### config.mk
export PLATFORM = sky130hd
export DESIGN_NAME = fetch_stage_flat
export DESIGN_NICKNAME = d
export VERILOG_FILES = /design/src/rtl/fetch_stage_if.sv /design/src/rtl/fetch_stage.sv /design/src/flat_wrapper.sv
export SDC_FILE = /design/constraint.sdc
export NUM_CORES = 1
export LEC_CHECK = 0
export ABC_AREA = 1
export CORE_MARGIN = 2
export CORE_UTILIZATION = 31
export CTS_CLUSTER_DIAMETER = 60
export CTS_CLUSTER_SIZE = 16
export DETAILED_ROUTE_END_ITERATION = 6
export PLACE_DENSITY = 0.56
export SLEW_MARGIN = 20
export SYNTH_ARGS = -nofsm -noshare
export SYNTH_HDL_FRONTEND = slang
export SYNTH_SLANG_ARGS = --single-unit
### constraint.sdc
create_clock -name clk -period 3.91 [get_ports clk]
set_input_delay 1.173 -clock clk [delete_from_list [all_inputs] [get_ports clk]]
set_output_delay 1.173 -clock clk [all_outputs]
set_load 0.005 [all_outputs]
### src/rtl/fetch_stage_if.sv
// rtl/fetch_stage_if.sv - fetch stage port bundle: imem request/response, redirect, decode handoff
interface fetch_stage_if;
  logic        imem_req;
  logic [31:0] imem_addr;
  logic        imem_gnt;
  logic        imem_rvalid;
  logic [31:0] imem_rdata;
  logic        redirect;
  logic [31:0] redirect_pc;
  logic        id_ready;
  logic        inst_valid;
  logic [31:0] instruction;
  logic [31:0] inst_pc;

  modport master (
    output imem_req, imem_addr, inst_valid, instruction, inst_pc,
    input  imem_gnt, imem_rvalid, imem_rdata, redirect, redirect_pc, id_ready
  );

  modport slave (
    input  imem_req, imem_addr, inst_valid, instruction, inst_pc,
    output imem_gnt, imem_rvalid, imem_rdata, redirect, redirect_pc, id_ready
  );
endinterface

### src/rtl/fetch_stage.sv
// rtl/fetch_stage.sv - instruction fetch: PC, in-order imem requests, word FIFO to decode
module fetch_stage #(
  parameter int          DEPTH    = 4,
  parameter logic [31:0] RESET_PC = 32'h0000_0000,
  parameter logic [31:0] NOP_WORD = 32'h0000_0013
) (
  input  logic          clk,
  input  logic          rst,
  fetch_stage_if.master bus
);
  localparam int AW = (DEPTH > 1) ? $clog2(DEPTH) : 1;
  localparam int CW = AW + 1;

  logic [31:0]   pc;
  logic [31:0]   rsp_pc;
  logic [CW-1:0] outstanding;
  logic [CW-1:0] kill;
  logic [CW-1:0] count;
  logic [AW-1:0] wr_ptr;
  logic [AW-1:0] rd_ptr;
  logic [31:0]   pc_mem   [DEPTH];
  logic [31:0]   word_mem [DEPTH];

  logic          grant;
  logic          resp;
  logic          push;
  logic          pop;
  logic          live;
  logic [CW-1:0] out_next;
  logic [CW:0]   occupancy;

  always_comb begin
    occupancy       = {1'b0, outstanding} + {1'b0, count};
    bus.imem_req    = ~rst & (occupancy < (CW+1)'(DEPTH));
    bus.imem_addr   = pc;
    grant           = bus.imem_req & bus.imem_gnt;
    resp            = bus.imem_rvalid & (outstanding != '0);
    push            = resp & (kill == '0) & ~bus.redirect;
    live            = (count != '0);
    pop             = live & bus.id_ready;
    out_next        = outstanding + CW'(grant) - CW'(resp);
    bus.inst_valid  = live;
    bus.instruction = live ? word_mem[rd_ptr] : NOP_WORD;
    bus.inst_pc     = live ? pc_mem[rd_ptr] : 32'h0;
  end

  // Responses come back in grant order, so the next live word's PC is just a
  // running counter re-seeded on redirect; killed words never advance it.
  always_ff @(posedge clk or posedge rst) begin
    if (rst) begin
      pc          <= RESET_PC;
      rsp_pc      <= RESET_PC;
      outstanding <= '0;
      kill        <= '0;
      count       <= '0;
      wr_ptr      <= '0;
      rd_ptr      <= '0;
    end else begin
      outstanding <= out_next;
      if (bus.redirect) begin
        pc     <= {bus.redirect_pc[31:2], 2'b00};
        rsp_pc <= {bus.redirect_pc[31:2], 2'b00};
        kill   <= out_next;
        count  <= '0;
        wr_ptr <= '0;
        rd_ptr <= '0;
      end else begin
        if (grant) pc <= pc + 32'd4;
        if (resp && kill != '0) kill <= kill - 1'b1;
        if (push) begin
          rsp_pc <= rsp_pc + 32'd4;
          wr_ptr <= wr_ptr + 1'b1;
        end
        if (pop) rd_ptr <= rd_ptr + 1'b1;
        count <= count + CW'(push) - CW'(pop);
      end
    end
  end

  always_ff @(posedge clk) begin
    if (push) begin
      pc_mem[wr_ptr]   <= rsp_pc;
      word_mem[wr_ptr] <= bus.imem_rdata;
    end
  end
endmodule
### src/flat_wrapper.sv
// flat-port wrapper written by rule: the top's interface ports become plain ports
module fetch_stage_flat 
#(
  parameter int          DEPTH    = 4,
  parameter logic [31:0] RESET_PC = 32'h0000_0000,
  parameter logic [31:0] NOP_WORD = 32'h0000_0013
)
  (clk, rst, bus_imem_req, bus_imem_addr, bus_inst_valid, bus_instruction, bus_inst_pc, bus_imem_gnt, bus_imem_rvalid, bus_imem_rdata, bus_redirect, bus_redirect_pc, bus_id_ready);
  fetch_stage_if bus_i ();
  input  logic clk;
  input  logic rst;
  output wire logic [$bits(bus_i.imem_req)-1:0] bus_imem_req;
  output wire logic [$bits(bus_i.imem_addr)-1:0] bus_imem_addr;
  output wire logic [$bits(bus_i.inst_valid)-1:0] bus_inst_valid;
  output wire logic [$bits(bus_i.instruction)-1:0] bus_instruction;
  output wire logic [$bits(bus_i.inst_pc)-1:0] bus_inst_pc;
  input wire logic [$bits(bus_i.imem_gnt)-1:0] bus_imem_gnt;
  input wire logic [$bits(bus_i.imem_rvalid)-1:0] bus_imem_rvalid;
  input wire logic [$bits(bus_i.imem_rdata)-1:0] bus_imem_rdata;
  input wire logic [$bits(bus_i.redirect)-1:0] bus_redirect;
  input wire logic [$bits(bus_i.redirect_pc)-1:0] bus_redirect_pc;
  input wire logic [$bits(bus_i.id_ready)-1:0] bus_id_ready;
  assign bus_imem_req = bus_i.imem_req;
  assign bus_imem_addr = bus_i.imem_addr;
  assign bus_inst_valid = bus_i.inst_valid;
  assign bus_instruction = bus_i.instruction;
  assign bus_inst_pc = bus_i.inst_pc;
  assign bus_i.imem_gnt = bus_imem_gnt;
  assign bus_i.imem_rvalid = bus_imem_rvalid;
  assign bus_i.imem_rdata = bus_imem_rdata;
  assign bus_i.redirect = bus_redirect;
  assign bus_i.redirect_pc = bus_redirect_pc;
  assign bus_i.id_ready = bus_id_ready;
  fetch_stage #(.DEPTH(DEPTH), .RESET_PC(RESET_PC), .NOP_WORD(NOP_WORD)) u_core (.clk(clk), .rst(rst), .bus(bus_i));
endmodule
==> impl_metrics.env, run 1 <==
export IMPL_antenna_found_initial=0
export IMPL_clockBufferDepth=3
export IMPL_cts_sinks=321
export IMPL_cts_root_buf="clkbuf_16"
export IMPL_dieArea_mm2=0.0490
export IMPL_cts_hold_buf=0
export IMPL_clk_pin_slew_ps=60
export IMPL_fin_util=0.388
export IMPL_reg2reg_depth=12
export IMPL_finalSetupTns_ps=0
export IMPL_critPathKind="flip-flop to output pin"
export IMPL_initial_utilization=0.314
export IMPL_relSlewSlack=0.575
export IMPL_syn_to_final_growth_pct=23.6
export IMPL_clock_skew_ps=25.0
export IMPL_power_density_mw_per_mm2=600
export IMPL_synth_warnings=0
export IMPL_mappedNetlistArea_mm2=0.0147
export IMPL_worst_pin_slew_ps=637
export IMPL_crit_required_ps=2740
export IMPL_r2r_start="u_core.count[2]$_DFF_PP0_"
export IMPL_min_period_ps=3740
export IMPL_dp_hpwl_mm=24.8
export IMPL_layout_drive_gt1_share=0.0806
export IMPL_die_w_um=221
export IMPL_hold_violations=0
export IMPL_crit_start="u_core.rd_ptr[0]$_DFFE_PP0P_"
export IMPL_hold_depth=2
export IMPL_period_share=0.957
export IMPL_drc=12
export IMPL_synth_seq_cells=321
export IMPL_grt_total_usage=0.155
export IMPL_wire_per_inst_um=16.6
export IMPL_synth_cells=1488
export IMPL_grt_max_degree=63
export IMPL_clock_latency_ps=590
export IMPL_detail_route_iter0_violations=784
export IMPL_final_max_slew_violation_count=0
export IMPL_whs_ps=576
export IMPL_crit_path_start_kind="flip-flop"
export IMPL_dieHeight_um=221
export IMPL_holdCritPathClass="flip-flop to flip-flop"
export IMPL_nets=1737
export IMPL_grt_pass1_vias=10551
export IMPL_io_pins=168
export IMPL_ant_nets=0
export IMPL_drt_pass1_iter_count=7
export IMPL_grt_ovfl_total=0
export IMPL_p_leak_nw=6.70
export IMPL_grt_first_pass_wirelength_mm=60.0
export IMPL_worstPathMaxFanout=52
export IMPL_cp_arrival_ps=2570
export IMPL_status="finished, violations left"
export IMPL_place_congestion=0.845
export IMPL_reg2reg_to="u_core.kill[1]$_DFFE_PP0P_"
export IMPL_yosysSeqAreaShare=0.633
export IMPL_numCtsBuffers=30
export IMPL_antenna_cells=0
export IMPL_irDropWorstVdd_v=0.000302
export IMPL_rrSetupSlack_ps=1530
export IMPL_std_cell_rows=79
export IMPL_end_kind="output pin"
export IMPL_vias=10750
export IMPL_max_cap_violations=0
export IMPL_via_per_inst=4.71
export IMPL_rsz0062_at_grt="no"
export IMPL_fmax_mhz=267
export IMPL_ys_types=36
export IMPL_core_mm2=0.0467
export IMPL_io_buffers=161
export IMPL_routed_wl_mm=38.0
export IMPL_htree_levels=1
export IMPL_setup_viol=0
export IMPL_endpoint="bus_inst_pc[16]"
export IMPL_violations="design-rule violations"
export IMPL_cts_tree="done"
export IMPL_avgSynthCellArea_um2=9.85
==> through the flow <==
step	setup WS (ps)	area [um2]	total power (W)	instances
4_1_cts	43.5	18100	0.0110	2282
3_5_place_dp	299	17100	0.00803	2226
2_1_floorplan	-759	14700	0.00607	1491
6_report	169	18100	0.0109	2282
3_3_place_gp	291	17100	0.00798	2226
5_1_grt	18.5	18100	0.0115	2282
==> timing repair <==
item,in CTS,in global routing
resized for setup,3,5
pin swaps,0,1
endpoints found under the setup margin,22,5
setup buffers,0,0
==> logic make-up (layout without fill, tap and decap cells) <==
group	after synthesis	in the layout	synth area share
compound gates	237	237	0.0847
buf+inv	158	342	0.0453
fa+ha+maj	16	16	0.0147
other cells	1	4	0.000256
flops	321	321	0.633
simple gates	728	728	0.206
xor+xnor	27	27	0.0161
==> synth_stat cells (all sizes together) <==
| library cell | count | share of area |
|---|---|---|
| nand3b | 3 | 0.0015 |
| clkinv | 1 | 0.00034 |
| conb | 1 | 0.00026 |
| nand2 | 299 | 0.079 |
| nor3 | 3 | 0.0010 |
| and3 | 1 | 0.00043 |
| dfrtp | 73 | 0.12 |
| nor2 | 353 | 0.098 |
| a31oi | 3 | 0.0013 |
| ha | 14 | 0.012 |
| o21bai | 5 | 0.0026 |
| xnor2 | 10 | 0.0060 |
| xor2 | 17 | 0.010 |
| a21oi | 63 | 0.022 |
| or2 | 2 | 0.00085 |
| buf | 39 | 0.015 |
| nand4 | 7 | 0.0034 |
| inv | 92 | 0.024 |
| fa | 2 | 0.0027 |
| o311ai | 3 | 0.0018 |
| o211ai | 11 | 0.0056 |
| nand3 | 60 | 0.022 |
| edfxtp | 248 | 0.51 |
| o21ai | 152 | 0.052 |
| clkbuf | 26 | 0.0067 |
==> how the worst min path moves through the flow <==
stage,from,endpoint
after floorplan,u_core.rsp_pc[31]$_DFFE_PP0N_,u_core.pc_mem[0][31]$_DFFE_PP_
after global placement,u_core.kill[2]$_DFFE_PP0P_,u_core.kill[2]$_DFFE_PP0P_
after detailed placement,u_core.kill[1]$_DFFE_PP0P_,u_core.kill[1]$_DFFE_PP0P_
after CTS,u_core.kill[1]$_DFFE_PP0P_,u_core.kill[1]$_DFFE_PP0P_
after global routing,u_core.kill[1]$_DFFE_PP0P_,u_core.kill[1]$_DFFE_PP0P_
final,u_core.kill[1]$_DFFE_PP0P_,u_core.kill[1]$_DFFE_PP0P_
==> power breakdown <==
| group | internal (W) | switching [W] |
|---|---|---|
| logic | 0.00160 | 0.00189 |
| registers | 0.00403 | 0.000374 |
| clock network | 0.00163 | 0.00134 |
==> per-layer routing <==
layer  up-vias  wire length (um)  track usage
li1       5281                 -            -
met1      5112             17600        0.218
met2       304             17100        0.250
met3        53              2320       0.0250
met4         0               946       0.0397
met5         -                 0            0
==> worst max-delay path: stages, from the launching register on <==
cell and delay (ps):
dfrtp_4 470, buf_8 310, nor2_1 90, nor2_1 90
o21ai_0 80, a21oi_1 340, clkdlybuf4s50_1 570
==> final cells by class <==
type,instances,area (um2)
fill,4591,28500
sequential,321,9280
multi-input combinational,1012,4760
timing repair buffer,193,1950
clock buffer,39,805
tap,607,759
inverter,93,354
clock inverter,17,201
==> sequential cells by signal, summed over array words and instances, names as in the netlist <==
name,count
u_core.word_mem,128
u_core.pc_mem,120
u_core.bus.imem_addr,30
u_core.rsp_pc,30
u_core.count,3
u_core.kill,3
u_core.outstanding,3
u_core.rd_ptr,2
u_core.wr_ptr,2
==> layout by cell type (no fill, tap or decap), types with 4 or more instances in the layout <==
| cell type | count |
|---|---|
| a21oi_1 | 62 |
| nor2_4 | 15 |
| edfxtp_1 | 248 |
| dfrtp_1 | 71 |
| inv_1 | 85 |
| clkinv_4 | 4 |
| nand2_1 | 291 |
| clkbuf_16 | 30 |
| o21ai_0 | 149 |
| nand4_1 | 6 |
| clkdlybuf4s50_1 | 161 |
| nand2_2 | 6 |
| buf_4 | 23 |
| o211ai_1 | 11 |
| buf_12 | 7 |
| inv_2 | 7 |
| nor2_1 | 325 |
| nor2_2 | 13 |
| o21bai_1 | 5 |
| conb_1 | 4 |
| ha_1 | 14 |
| xnor2_1 | 10 |
| inv_8 | 5 |
| clkbuf_1 | 7 |
| xor2_1 | 17 |
| nand3_1 | 56 |
| nand3_2 | 4 |
Power figures use the tool's default switching activity.
==> run 2: changes to the inputs <==
--- a/config.mk
+++ b/config.mk
@@ -6,7 +6,7 @@
 export NUM_CORES = 1
 export LEC_CHECK = 0
 export ABC_AREA = 1
-export CORE_MARGIN = 2
+export CORE_MARGIN = 3
 export CORE_UTILIZATION = 31
 export CTS_CLUSTER_DIAMETER = 60
 export CTS_CLUSTER_SIZE = 16
==> run 2 against run 1 <==
  * Combinational power up 1%
  * Core utilization fell by 0.17 points
  * Wire length increased by 1.7%
  * Sequential power about the same
  * Clock-buffer cell count shrank 5
  * The flow now finishes without violations
  * Die area grew 1.8%
  * Final area is 0.45% lower
==> impl_metrics.env, run 2 (synthesis gave the netlist of run 1 again) <==
export IMPL_crit_start="u_core.rd_ptr[0]$_DFFE_PP0P_"
export IMPL_worst_pin_slew_ps=547
export IMPL_rrSetupSlack_ps=1510
export IMPL_layout_drive_gt1_share=0.0750
export IMPL_layout_common_cells="325 x nor2_1, 291 x nand2_1, 248 x edfxtp_1, 161 x clkdlybuf4s50_1, 149 x o21ai_0"
export IMPL_routed_wl_mm=38.6
export IMPL_holdCritPathClass="flip-flop to flip-flop"
export IMPL_power_density_mw_per_mm2=594
export IMPL_grt_max_degree=65
export IMPL_numCtsBuffers=29
export IMPL_relSlewSlack=0.635
export IMPL_use_met3=0.0222
export IMPL_cp_arrival_ps=2570
export IMPL_irDropWorstVdd_v=0.000299
export IMPL_cts_tree="done"
export IMPL_setup_viol=0
export IMPL_clock_latency_ps=580
export IMPL_die_w_um=223
export IMPL_io_pins=168
export IMPL_cts_root_buf="clkbuf_16"
export IMPL_std_cell_rows=79
export IMPL_max_cap_violations=0
export IMPL_cts_hold_buf=0
export IMPL_syn_to_final_growth_pct=23.0
export IMPL_grt_ovfl_total=0
export IMPL_period_share=0.958
export IMPL_grt_total_usage=0.153
export IMPL_vias=10712
export IMPL_pre_cts_slack_ps=293
export IMPL_hold_violations=0
export IMPL_globalRouteMet2Util=0.255
export IMPL_antenna_cells=0
export IMPL_initial_utilization=0.314
export IMPL_dp_hpwl_mm=24.7
export IMPL_ant_nets=0
export IMPL_crit_path_start_kind="flip-flop"
export IMPL_antenna_found_initial=0
export IMPL_min_period_ps=3750
export IMPL_fin_util=0.386
export IMPL_reg2reg_depth=12
export IMPL_wire_per_inst_um=17.0
export IMPL_core_mm2=0.0467
export IMPL_final_common_cell="nor2_1"
export IMPL_endpoint="bus_inst_pc[19]"
export IMPL_use_met1=0.215
export IMPL_drc=0
export IMPL_largest_reg_flops=128
export IMPL_clock_skew_ps=13.0
export IMPL_cts_sinks=321
export IMPL_grt_first_pass_wirelength_mm=60.3
export IMPL_grt_pass1_vias=10523
export IMPL_critPathKind="flip-flop to output pin"
export IMPL_nets=1731
export IMPL_status="completed"
export IMPL_reg2reg_to="u_core.kill[1]$_DFFE_PP0P_"
export IMPL_finalSetupTns_ps=0
export IMPL_crit_required_ps=2740
export IMPL_rsz0062_at_grt="no"
export IMPL_worstPathMaxFanout=24
export IMPL_p_leak_nw=6.67
export IMPL_place_congestion=0.846
export IMPL_dieArea_mm2=0.0499
export IMPL_end_kind="output pin"
export IMPL_fmax_mhz=267
export IMPL_largest_register="u_core.word_mem"
export IMPL_dp_cells=2220
export IMPL_via_per_inst=4.71
export IMPL_post_cts_buffers=0
export IMPL_busiest_layer="met2"
export IMPL_r2r_start="u_core.count[2]$_DFF_PP0_"
export IMPL_drt_pass1_iter_count=5
export IMPL_reg_largest_list="u_core.word_mem x128, u_core.pc_mem x120"
export IMPL_htree_levels=1
export IMPL_io_buffers=161
export IMPL_final_cells=2273
export IMPL_clockBufferDepth=3
export IMPL_fin_ws_ps=164
export IMPL_clk_pin_slew_ps=70
export IMPL_final_max_slew_violation_count=0
export IMPL_dieHeight_um=223
export IMPL_min_from="u_core.kill[1]$_DFFE_PP0P_"
export IMPL_detail_route_iter0_violations=784
## run 2: cell count changes in the layout (fill, tap and decap cells not counted), moves of 2 or more
cell / before / now
inv_6: 2 / 5
clkbuf_1: 7 / 5
buf_12: 7 / 9
inv_8: 5 / 2
clkinv_4: 4 / 2
clkbuf_8: 2 / 0
clkinv_2: 2 / 5
clkinv_1: 0 / 2
buf_4: 23 / 16
## run 2: metrics by stage
stage	total power, W	cell area, um2	hold WS, ps
finish	0.0107	18000	581
floorplan	0.00607	14700	496
detailed placement	0.00804	17100	561
CTS	0.0109	18000	580
global route	0.0114	18000	594
global placement	0.00799	17100	541
## run 2: worst min-delay path by stage
stage / endpoint / slack, ps / depth (start not counted)
final: u_core.kill[1]$_DFFE_PP0P_ / 580 / 2
after global routing: u_core.kill[2]$_DFFE_PP0P_ / 590 / 2
after CTS: u_core.kill[2]$_DFFE_PP0P_ / 580 / 2
after detailed placement: u_core.kill[2]$_DFFE_PP0P_ / 560 / 2
after global placement: u_core.kill[2]$_DFFE_PP0P_ / 540 / 2
after floorplan: u_core.pc_mem[0][31]$_DFFE_PP_ / 500 / 0
## run 2: power by group
part | leakage, nW | total, W | internal (W) | switching (W)
registers | 3.13 | 0.00439 | 0.00403 | 0.000365
logic | 3.09 | 0.00353 | 0.00163 | 0.00190
clock network | 0.449 | 0.00278 | 0.00146 | 0.00132
## run 2: cell type report
class                           instances  area (um2)
Inverter                               93         354
Sequential cell                       321        9280
Timing Repair Buffer                  188        1970
Tap cell                              607         759
Multi-Input combinational cell       1012        4760
Fill cell                            4667       28600
Clock buffer                           34         744
Clock inverter                         18         165
## run 2: critical path, stage by stage, from the launching register on
cell and delay [ps]:
dfrtp_4 540, clkinv_4 200, buf_4 280, o21ai_0 120, a21oi_1 290, clkdlybuf4s50_1 560
## run 2: metal layers
metal	vias to the layer above	wire length [um]
met1	5109	17900
li1	5272	-
met5	-	0
met3	40	2030
met2	291	18000
met4	0	731
## run 2: repair_timing
action,in CTS,in global routing
gates resized for setup,2,0
endpoints found under the hold margin,0,0
endpoints found under the setup margin,4,0
